[src/rtl/clk_div_multi_if.sv]
// clk_div_multi_if: run-time ratio config channel for clk_div_multi.
// master raises a request, slave accepts it with cfg_ready.
interface clk_div_multi_if #(
    parameter int CHANNELS = 4,
    parameter int DIV_W    = 16
);
    localparam int CH_W = (CHANNELS > 1) ? $clog2(CHANNELS) : 1;

    logic             cfg_valid;
    logic             cfg_ready;
    logic [CH_W-1:0]  cfg_ch;
    logic [DIV_W-1:0] cfg_div;
    logic [DIV_W-1:0] cfg_high;

    modport master (
        output cfg_valid,
        output cfg_ch,
        output cfg_div,
        output cfg_high,
        input  cfg_ready
    );

    modport slave (
        input  cfg_valid,
        input  cfg_ch,
        input  cfg_div,
        input  cfg_high,
        output cfg_ready
    );
endinterface

[src/rtl/clk_div_multi.sv]
// clk_div_multi: multi-channel divider with per-period tick strobe.
// Define CLK_DIV_MULTI_DUTY_EN for programmable high time (cfg_high).
module clk_div_multi #(
    parameter int CHANNELS    = 4,
    parameter int DIV_W       = 16,
    parameter int DEFAULT_DIV = 16
) (
    input  logic                clk,
    input  logic                rst,
    input  logic [CHANNELS-1:0] en,
    input  logic                sync,
    clk_div_multi_if.slave      cfg,
    output logic [CHANNELS-1:0] div_clk,
    output logic [CHANNELS-1:0] tick
);
    localparam int CH_W = (CHANNELS > 1) ? $clog2(CHANNELS) : 1;
    localparam logic [DIV_W-1:0] DEF_N = DIV_W'(DEFAULT_DIV);
    localparam logic [DIV_W-1:0] ONE   = DIV_W'(1);
    localparam logic [DIV_W-1:0] TWO   = DIV_W'(2);

    // ceil(n/2) without the n+1 overflow at the top of the range
    function automatic logic [DIV_W-1:0] half_up(input logic [DIV_W-1:0] n);
        return (n >> 1) + {{(DIV_W-1){1'b0}}, n[0]};
    endfunction

    logic [CHANNELS-1:0] pend_vec;
    logic                cfg_fire;
    logic [DIV_W-1:0]    wr_n;
`ifdef CLK_DIV_MULTI_DUTY_EN
    logic [DIV_W-1:0]    wr_h;
`else
    logic                unused_high;
    assign unused_high = ^cfg.cfg_high;
`endif

    // accept whenever the addressed channel has no write outstanding
    always_comb begin
        cfg.cfg_ready = 1'b1;
        for (int i = 0; i < CHANNELS; i++) begin
            if (cfg.cfg_ch == CH_W'(i) && pend_vec[i]) begin
                cfg.cfg_ready = 1'b0;
            end
        end
    end

    assign cfg_fire = cfg.cfg_valid & cfg.cfg_ready;

    // clamp the requested ratio (and high time) before it is stored
    always_comb begin
        wr_n = (cfg.cfg_div < TWO) ? TWO : cfg.cfg_div;
`ifdef CLK_DIV_MULTI_DUTY_EN
        if (cfg.cfg_high == '0) begin
            wr_h = ONE;
        end else if (cfg.cfg_high >= wr_n) begin
            wr_h = wr_n - ONE;
        end else begin
            wr_h = cfg.cfg_high;
        end
`endif
    end

    for (genvar g = 0; g < CHANNELS; g++) begin : g_ch
        logic [DIV_W-1:0] phase;
        logic [DIV_W-1:0] n_act;
        logic [DIV_W-1:0] n_pend;
        logic [DIV_W-1:0] n_nxt;
        logic [DIV_W-1:0] h_nxt;
        logic [DIV_W-1:0] ph_nxt;
        logic             run;
        logic             pend;
        logic             wr;
        logic             wrap;
        logic             apply;
        logic             restart;
        logic             div_q;
        logic             tick_q;
`ifdef CLK_DIV_MULTI_DUTY_EN
        logic [DIV_W-1:0] h_act;
        logic [DIV_W-1:0] h_pend;
`endif

        assign wr    = cfg_fire && (cfg.cfg_ch == CH_W'(g));
        // wrap only counts once the channel has actually started
        assign wrap  = run && (phase == n_act - ONE);
        assign apply = pend && (!en[g] || sync || wrap);
        assign n_nxt = apply ? n_pend : n_act;
`ifdef CLK_DIV_MULTI_DUTY_EN
        assign h_nxt = apply ? h_pend : h_act;
`else
        assign h_nxt = half_up(n_nxt);
`endif
        assign restart = !run || sync || wrap;
        assign ph_nxt  = restart ? '0 : phase + ONE;

        // phase counter and registered outputs; the new period uses n_nxt/h_nxt
        always_ff @(posedge clk) begin
            if (rst) begin
                run    <= 1'b0;
                phase  <= '0;
                div_q  <= 1'b0;
                tick_q <= 1'b0;
            end else if (!en[g]) begin
                run    <= 1'b0;
                phase  <= '0;
                div_q  <= 1'b0;
                tick_q <= 1'b0;
            end else begin
                run    <= 1'b1;
                phase  <= ph_nxt;
                div_q  <= (ph_nxt < h_nxt);
                tick_q <= (ph_nxt == '0);
            end
        end

        // pending/active ratio; apply and write never coincide since ready=!pend
        always_ff @(posedge clk) begin
            if (rst) begin
                n_act  <= DEF_N;
                n_pend <= DEF_N;
                pend   <= 1'b0;
`ifdef CLK_DIV_MULTI_DUTY_EN
                h_act  <= half_up(DEF_N);
                h_pend <= half_up(DEF_N);
`endif
            end else if (apply) begin
                n_act  <= n_pend;
                pend   <= 1'b0;
`ifdef CLK_DIV_MULTI_DUTY_EN
                h_act  <= h_pend;
`endif
            end else if (wr) begin
                n_pend <= wr_n;
                pend   <= 1'b1;
`ifdef CLK_DIV_MULTI_DUTY_EN
                h_pend <= wr_h;
`endif
            end
        end

        assign pend_vec[g] = pend;
        assign div_clk[g]  = div_q;
        assign tick[g]     = tick_q;
    end
endmodule

[src/flat_wrapper.sv]
// flat-port wrapper written by rule: the top's interface ports become plain ports
module clk_div_multi_flat 
#(
    parameter int CHANNELS    = 4,
    parameter int DIV_W       = 16,
    parameter int DEFAULT_DIV = 16
)
  (clk, rst, en, sync, div_clk, tick, cfg_cfg_valid, cfg_cfg_ch, cfg_cfg_div, cfg_cfg_high, cfg_cfg_ready);
  clk_div_multi_if #(.CHANNELS(CHANNELS), .DIV_W(DIV_W)) cfg_i ();
  input  logic clk;
  input  logic rst;
  input  logic [CHANNELS-1:0] en;
  input  logic sync;
  output logic [CHANNELS-1:0] div_clk;
  output logic [CHANNELS-1:0] tick;
  input wire logic [$bits(cfg_i.cfg_valid)-1:0] cfg_cfg_valid;
  input wire logic [$bits(cfg_i.cfg_ch)-1:0] cfg_cfg_ch;
  input wire logic [$bits(cfg_i.cfg_div)-1:0] cfg_cfg_div;
  input wire logic [$bits(cfg_i.cfg_high)-1:0] cfg_cfg_high;
  output wire logic [$bits(cfg_i.cfg_ready)-1:0] cfg_cfg_ready;
  assign cfg_i.cfg_valid = cfg_cfg_valid;
  assign cfg_i.cfg_ch = cfg_cfg_ch;
  assign cfg_i.cfg_div = cfg_cfg_div;
  assign cfg_i.cfg_high = cfg_cfg_high;
  assign cfg_cfg_ready = cfg_i.cfg_ready;
  clk_div_multi #(.CHANNELS(CHANNELS), .DIV_W(DIV_W), .DEFAULT_DIV(DEFAULT_DIV)) u_core (.clk(clk), .rst(rst), .en(en), .sync(sync), .cfg(cfg_i), .div_clk(div_clk), .tick(tick));
endmodule
[config.mk]
export PLATFORM = sky130hd
export DESIGN_NAME = clk_div_multi_flat
export DESIGN_NICKNAME = d
export VERILOG_FILES = /design/src/rtl/clk_div_multi_if.sv /design/src/rtl/clk_div_multi.sv /design/src/flat_wrapper.sv
export SDC_FILE = /design/constraint.sdc
export NUM_CORES = 1
export LEC_CHECK = 0
export CAP_MARGIN = 25
export CORE_MARGIN = 1.5
export CORE_UTILIZATION = 35
export DETAILED_ROUTE_END_ITERATION = 10
export PLACE_DENSITY = 0.6
export SLEW_MARGIN = 25
export SYNTH_ARGS = -nofsm -noshare
export SYNTH_HDL_FRONTEND = slang
export SYNTH_SLANG_ARGS = --single-unit
[constraint.sdc]
create_clock -name clk -period 8.6 [get_ports clk]
set_input_delay 0.86 -clock clk [delete_from_list [all_inputs] [get_ports clk]]
set_output_delay 0.86 -clock clk [all_outputs]
set_load 0.1 [all_outputs]
# [Yosys cells after proc, flatten, opt, wreduce, memory -nomap -nowiden]
# Cells that the tools add are included.
# W data, S select, Z words.
[totals] output_inout_bits=9 input_bits=42 reg_bits=208 word_cells=135
[op_classes] addsub=12 n_reduce_logical=57 magnitude_cmp=5 eq_ne=7 bitwise=9 muxes=17
[op_table] op="$mux W16" count=9
[op_table] op="$add A15 B1 Y16" count=4
[op_table] op="$add A16 B1 Y16 const B" count=4
[op_table] op="$eq A16 B16 Y1" count=4
[op_table] op="$logic_not A16 Y1" count=4
[op_table] op="$lt A16 B16 Y1" count=4
[op_table] op="$sub A16 B1 Y16 const B" count=4
[op_table] op="$logic_and A1 B1 Y1" count=16
[op_table] op="$logic_or A1 B1 Y1" count=16
[op_table] op="$lt A16 B2 Y1 const B" count=1
[op_table] op="$reduce_or A2 Y1" count=8
[op_table] op="$logic_not A1 Y1" count=8
[op_table] op="$mux W1" count=8
[op_table] op="$not A1 Y1" count=8
[op_table] op="$reduce_and A2 Y1" count=4
[op_table] op="$eq A2 B2 Y1 const B" count=2
[op_table] op="$eq A2 B1 Y1 const B" count=1
[op_table] op="$logic_not A2 Y1" count=1
[op_table] op="$and A1 B1 Y1" count=1

# [Longest topological paths before layout]
[depth] depth_word=9 depth_mapped=26

# [Worst setup path before layout]
# No wires, ideal clock.
[synth_timing] path_kind="register -> register" startpoint="reg u_core.g_ch[0].n_act[8]" endpoint="reg u_core.g_ch[0].div_q" path_stages_with_launch=24 arrival_ns=5.774 setup_time_ns=0.074 setup_slack_ns=2.752 t_required_ns=8.526 cell_sequence="dfxtp_1 > buf_6 > or3_4 > or4_4 > or3_1 > a2111oi_2 > o2111ai_1 > o41a_1 > mux2_4 > ha_1 > ha_1 > and2_1 > nand2_1 > xor2_1 > nor2_1 > a21oi_1 > ha_1 > a21o_1 > a21o_1 > a21o_1 > a211o_1 > a2111oi_0 > nand2_1 > o21ai_0"
[synth_via] elab_chain_len=8
[synth_lines] element="from (decl)" line_no="clk_div_multi.sv:64" rtl="logic [DIV_W-1:0] n_act;"
[synth_lines] element="from (signal assigned)" line_no="clk_div_multi.sv:126" rtl="n_act <= n_pend;"
[synth_lines] element="$sub A16 B1 Y16" line_no="clk_div_multi.sv:84" rtl="assign wrap = run && (phase == n_act - ONE);"
[synth_lines] element="$eq A16 B16 Y1" line_no="clk_div_multi.sv:84"
[synth_lines] element="$logic_and A1 B1 Y1" line_no="clk_div_multi.sv:84"
[synth_lines] element="$logic_or A1 B1 Y1" line_no="clk_div_multi.sv:85" rtl="assign apply = pend && (!en[g] || sync || wrap);"
[synth_lines] element="$logic_and A1 B1 Y1" line_no="clk_div_multi.sv:85"
[synth_lines] element="$mux W16" line_no="clk_div_multi.sv:86" rtl="assign n_nxt = apply ? n_pend : n_act;"
[synth_lines] element="net u_core.g_ch[0].n_nxt[0]" line_no="clk_div_multi.sv:66" rtl="logic [DIV_W-1:0] n_nxt;"
[synth_lines] element="$add A15 B1 Y16" line_no="clk_div_multi.sv:23" rtl="return (n >> 1) + {{(DIV_W-1){1'b0}}, n[0]};"
[synth_lines] element="$lt A16 B16 Y1" line_no="clk_div_multi.sv:110" rtl="div_q <= (ph_nxt < h_nxt);"
[synth_lines] element="to (signal assigned)" line_no="clk_div_multi.sv:110"
[synth_lines] element="to (decl)" line_no="clk_div_multi.sv:75" rtl="logic div_q;"
# The timed path passes the listed nets, and every way through them passes these cells.
# A chain may end at the register's enable or synchronous reset.

# [Worst setup path after layout]
[layout_timing] startpoint="reg u_core.g_ch[0].n_act[0]" endpoint="reg u_core.g_ch[0].div_q"
# Same word-level chain as after synthesis.

==> results_dict.tcl <==
set metrics [dict create \
    global_route_wire_length_before_repair_mm 62.7 \
    regArea_sq_um 4160 \
    clockBufferDepth 3 \
    maxSlewHeadroom 0.315 \
    final_hold_viol_count 0 \
    syn_nets 2024 \
    detailed_place_hpwl_mm 28.5 \
    post_cts_setup_buffer_count 0 \
    start_kind "flip-flop" \
    delay_heaviest_family_cp "compound AO/OA/AOI/OAI gates" \
    min-delay-path-class "reg2reg" \
    ys_seq_elements 208 \
    detail_route.vias_per_cell 5.35 \
    power_leakage_nw 5.93 \
    arrival_ps 7610 \
    finalWeightedCongestion 0.901 \
    layout-area-overhead-vs-synth_pct 9.66 \
    boundaryPins 51 \
    ys_warn_count 0 \
    fin_worst_skew_ps 19.0 \
    finalWorstPathRequiredPeriod_ps 7150 \
    worstReg2RegStart "u_core.g_ch[0].n_act[0]" \
    first_iter_violations 909 \
    critical-path-top-cell-by-count "sky130_fd_sc_hd__ha_1" \
    number_of_nets_with_antenna_violations_after_routing 0 \
    crit_path_max_fanout 8 \
    drive_above_1_share 0.0446 \
    synth-adder-area-share 0.0659 \
    grtUsageTotal 0.180 \
    pwr_density_cell_nw_per_um2 143 \
    max_clock_freq_mhz 140 \
    die-width_um 206 \
    dr.pass1.iters 5 \
    synth_compound_area_frac 0.128 \
    cpPeakStageDelay_ps 880 \
    max_slew.worst_pin.slew_ps 1020 \
    die_height_um 206 \
    first_global_vias 12200 \
    multi_input_combinational_cell_area_sq_um 9600 \
    setup.worst_path.class "reg2reg" \
    number_of_flops_mapped_to_enable_cells_by_yosys 0 \
    rsz_0062_raised_after_global_routing "no" \
    cp-startpoint "u_core.g_ch[0].n_act[0]" \
    root_buffer "sky130_fd_sc_hd__clkbuf_16" \
    post_cts_resize_count 0 \
    timing.critical_path.slowest_stage_cell "sky130_fd_sc_hd__a2111oi_0" \
    ys_async_sr_fraction 0 \
    timing.critical_path.to_type "flip-flop" \
    avgRoutedWirePerCell_um 15.9 \
    cts_max_level 1 \
    dominantRegCellSynth "sky130_fd_sc_hd__dfxtp_1" \
    initial_utilization 0.354 \
    finalNetCount 1959 \
    number_of_antenna_violations_at_the_first_check_in_global_routing 1 \
    cp.buffers_inverters 2 \
    cts_tree "built" \
    largest_net_degree_at_the_start_of_global_routing 79 \
    setup_violations 0 \
    run_status "finished clean" \
    port_buffers 34 \
    synth.cell_area_sq_um 14400 \
    totalPowerFinal_mw 2.26 \
    synthXorXnorAreaFrac 0.143 \
    path_clk_slew_ps 60 \
    avgSynthCellArea_sq_um 7.58 \
    commonest_non_fill_non_tap_cells_in_the_layout "238 x sky130_fd_sc_hd__nand2_1, 223 x sky130_fd_sc_hd__nor2_1, 208 x sky130_fd_sc_hd__dfxtp_1" \
    route.vias.total 12800 \
    cts_hold_repair.buffers 0 \
    share_of_cell_area_taken_by_muxes_after_synthesis 0.0385 \
    synth_simple_gate_area_frac 0.286 \
    final_core_utilization 0.389 \
    die-area_sq_um 42500 \
    max-vdd-ir-drop_mv 0.117 \
    cts.sinks 208 \
    final_common_cell "sky130_fd_sc_hd__nand2_1" \
    drc 0 \
    crit_chain "inv_1 > ha_1 > or4b_1 > nor4_1 > xnor2_1 > a2111oi_0 > o2111ai_1 > o41a_1 > mux2_4 > ha_1 > ha_1 > inv_1 > nor2_1 > nand2_1 > xnor2_1 > a21oi_1 > ha_1 > a21o_1 > a21o_1 > a21o_1 > a211o_1 > a2111oi_0 > nand2_1 > o21ai_0" \
    netlist_instances 1906 \
    nFillCells 4200 \
    setup_total_negative_slack_ps 0 \
    cts_inserted_buffers 25 \
    post_synth_num_cell_types 75 \
    grt_overflow 0 \
    postRouteWirelength_mm 38.0 \
    source_of_the_worst_hold_timing_path "u_core.g_ch[2].n_pend[0]" \
    floorplan.core_area_sq_um 40700 \
    period_share 0.832 \
    drv_slew 0 \
    placementRows 74 \
    synth-seq-area-share 0.288 \
    drv.max_cap_violation_count 0 \
    synth_top_family_by_area "simple AND/OR/NAND/NOR gates" \
    timing.critical_path.required_ps 9060 \
    clock_latency_on_the_worst_skew_pair_ps 550 \
]
-- sequential cells by signal, indices dropped and copies added, names as in the netlist --
signal,count
u_core.g_ch.n_act,64
u_core.g_ch.phase,64
u_core.g_ch.n_pend,64
u_core.g_ch.tick_q,4
u_core.g_ch.div_q,4
u_core.g_ch.pend,4
u_core.g_ch.run,4
-- routing by layer --
layer | vias to the layer above | wire [um] | track usage | share of wire
li1 | 6494 | - | - | -
met4 | 0 | 847 | 0.0510 | 0.022
met3 | 50 | 1590 | 0.0216 | 0.042
met2 | 259 | 17600 | 0.301 | 0.46
met1 | 5988 | 18000 | 0.243 | 0.47
met5 | - | 0 | 0 | 0
-- final timing paths --
| path | endpoint | slack (ps) | cells after the start |
|---|---|---|---|
| setup / recovery | u_core.g_ch[0].div_q | 1450 | 24 |
| hold / removal | u_core.g_ch[2].n_pend[0] | 450 | 2 |
| setup reg to reg | u_core.g_ch[0].div_q | 1450 | 24 |
| hold reg to reg | u_core.g_ch[2].n_pend[0] | 450 | 2 |
-- kinds of logic after synthesis --
group / count (synthesis)
multiplexers: 53
buffers and inverters: 173
AO/OA/AOI/OAI: 301
XOR/XNOR: 234
flip-flops: 208
AND/OR/NAND/NOR: 861
adder cells (fa/ha/maj): 76
-- cells in the mapped netlist, drive strengths merged (6+ instances only) --
| master | instances | area [sq um] |
|---|---|---|
| dfxtp | 208 | 4160 |
| clkbuf | 101 | 379 |
| nand2 | 238 | 893 |
| nor2b | 10 | 62.6 |
| mux2i | 42 | 420 |
| a31oi | 14 | 87.6 |
| a21o | 23 | 173 |
| or4 | 11 | 86.3 |
| nand4 | 40 | 250 |
| nor2 | 223 | 837 |
| nor4 | 26 | 169 |
| and2 | 16 | 100 |
| nand3b | 12 | 90.1 |
| or3 | 13 | 86.3 |
| o21ai | 56 | 280 |
| xnor2 | 134 | 1170 |
| nand2b | 17 | 106 |
| a211oi | 12 | 90.1 |
| nor3 | 55 | 275 |
| a21oi | 134 | 671 |
| and4 | 10 | 87.6 |
| ha | 76 | 951 |
| inv | 37 | 139 |
| xor2 | 99 | 867 |
| mux2 | 11 | 135 |
| buf | 34 | 204 |
| o21a | 6 | 45.0 |
| and3 | 42 | 263 |
| nand3 | 123 | 616 |
-- cell type report --
class,instances,share of cell area
antenna,1,0.000158
multi-input combinational,1525,0.606
sequential,208,0.263
timing repair buffer,43,0.0256
clock inverter,14,0.00956
inverter,38,0.00901
tap,532,0.0420
clock buffer,32,0.0443
-- where the power goes --
part | total (mW) | internal (mW) | switching [mW]
clock network | 1.10 | 0.665 | 0.433
logic | 0.165 | 0.0551 | 0.110
registers | 1.00 | 0.980 | 0.0205
total | 2.26 | 1.70 | 0.564
-- per-stage QoR --
step	cell area [sq um]	worst slack (ps)	hold WS (ps)	std cells
after floorplan	14400	2750	434	1906
after global placement	15000	1600	445	2346
after global routing	15800	1030	476	2393
after CTS	15800	1510	457	2392
final	15800	1450	453	2393
after detailed placement	15000	1540	449	2346
-- worst min-delay path: stages, from the launching register on --
cell and delay [ps]:
sky130_fd_sc_hd__dfxtp_1 310, sky130_fd_sc_hd__nand2_1 50, sky130_fd_sc_hd__a21oi_1 50
Power figures use the tool's default switching activity.
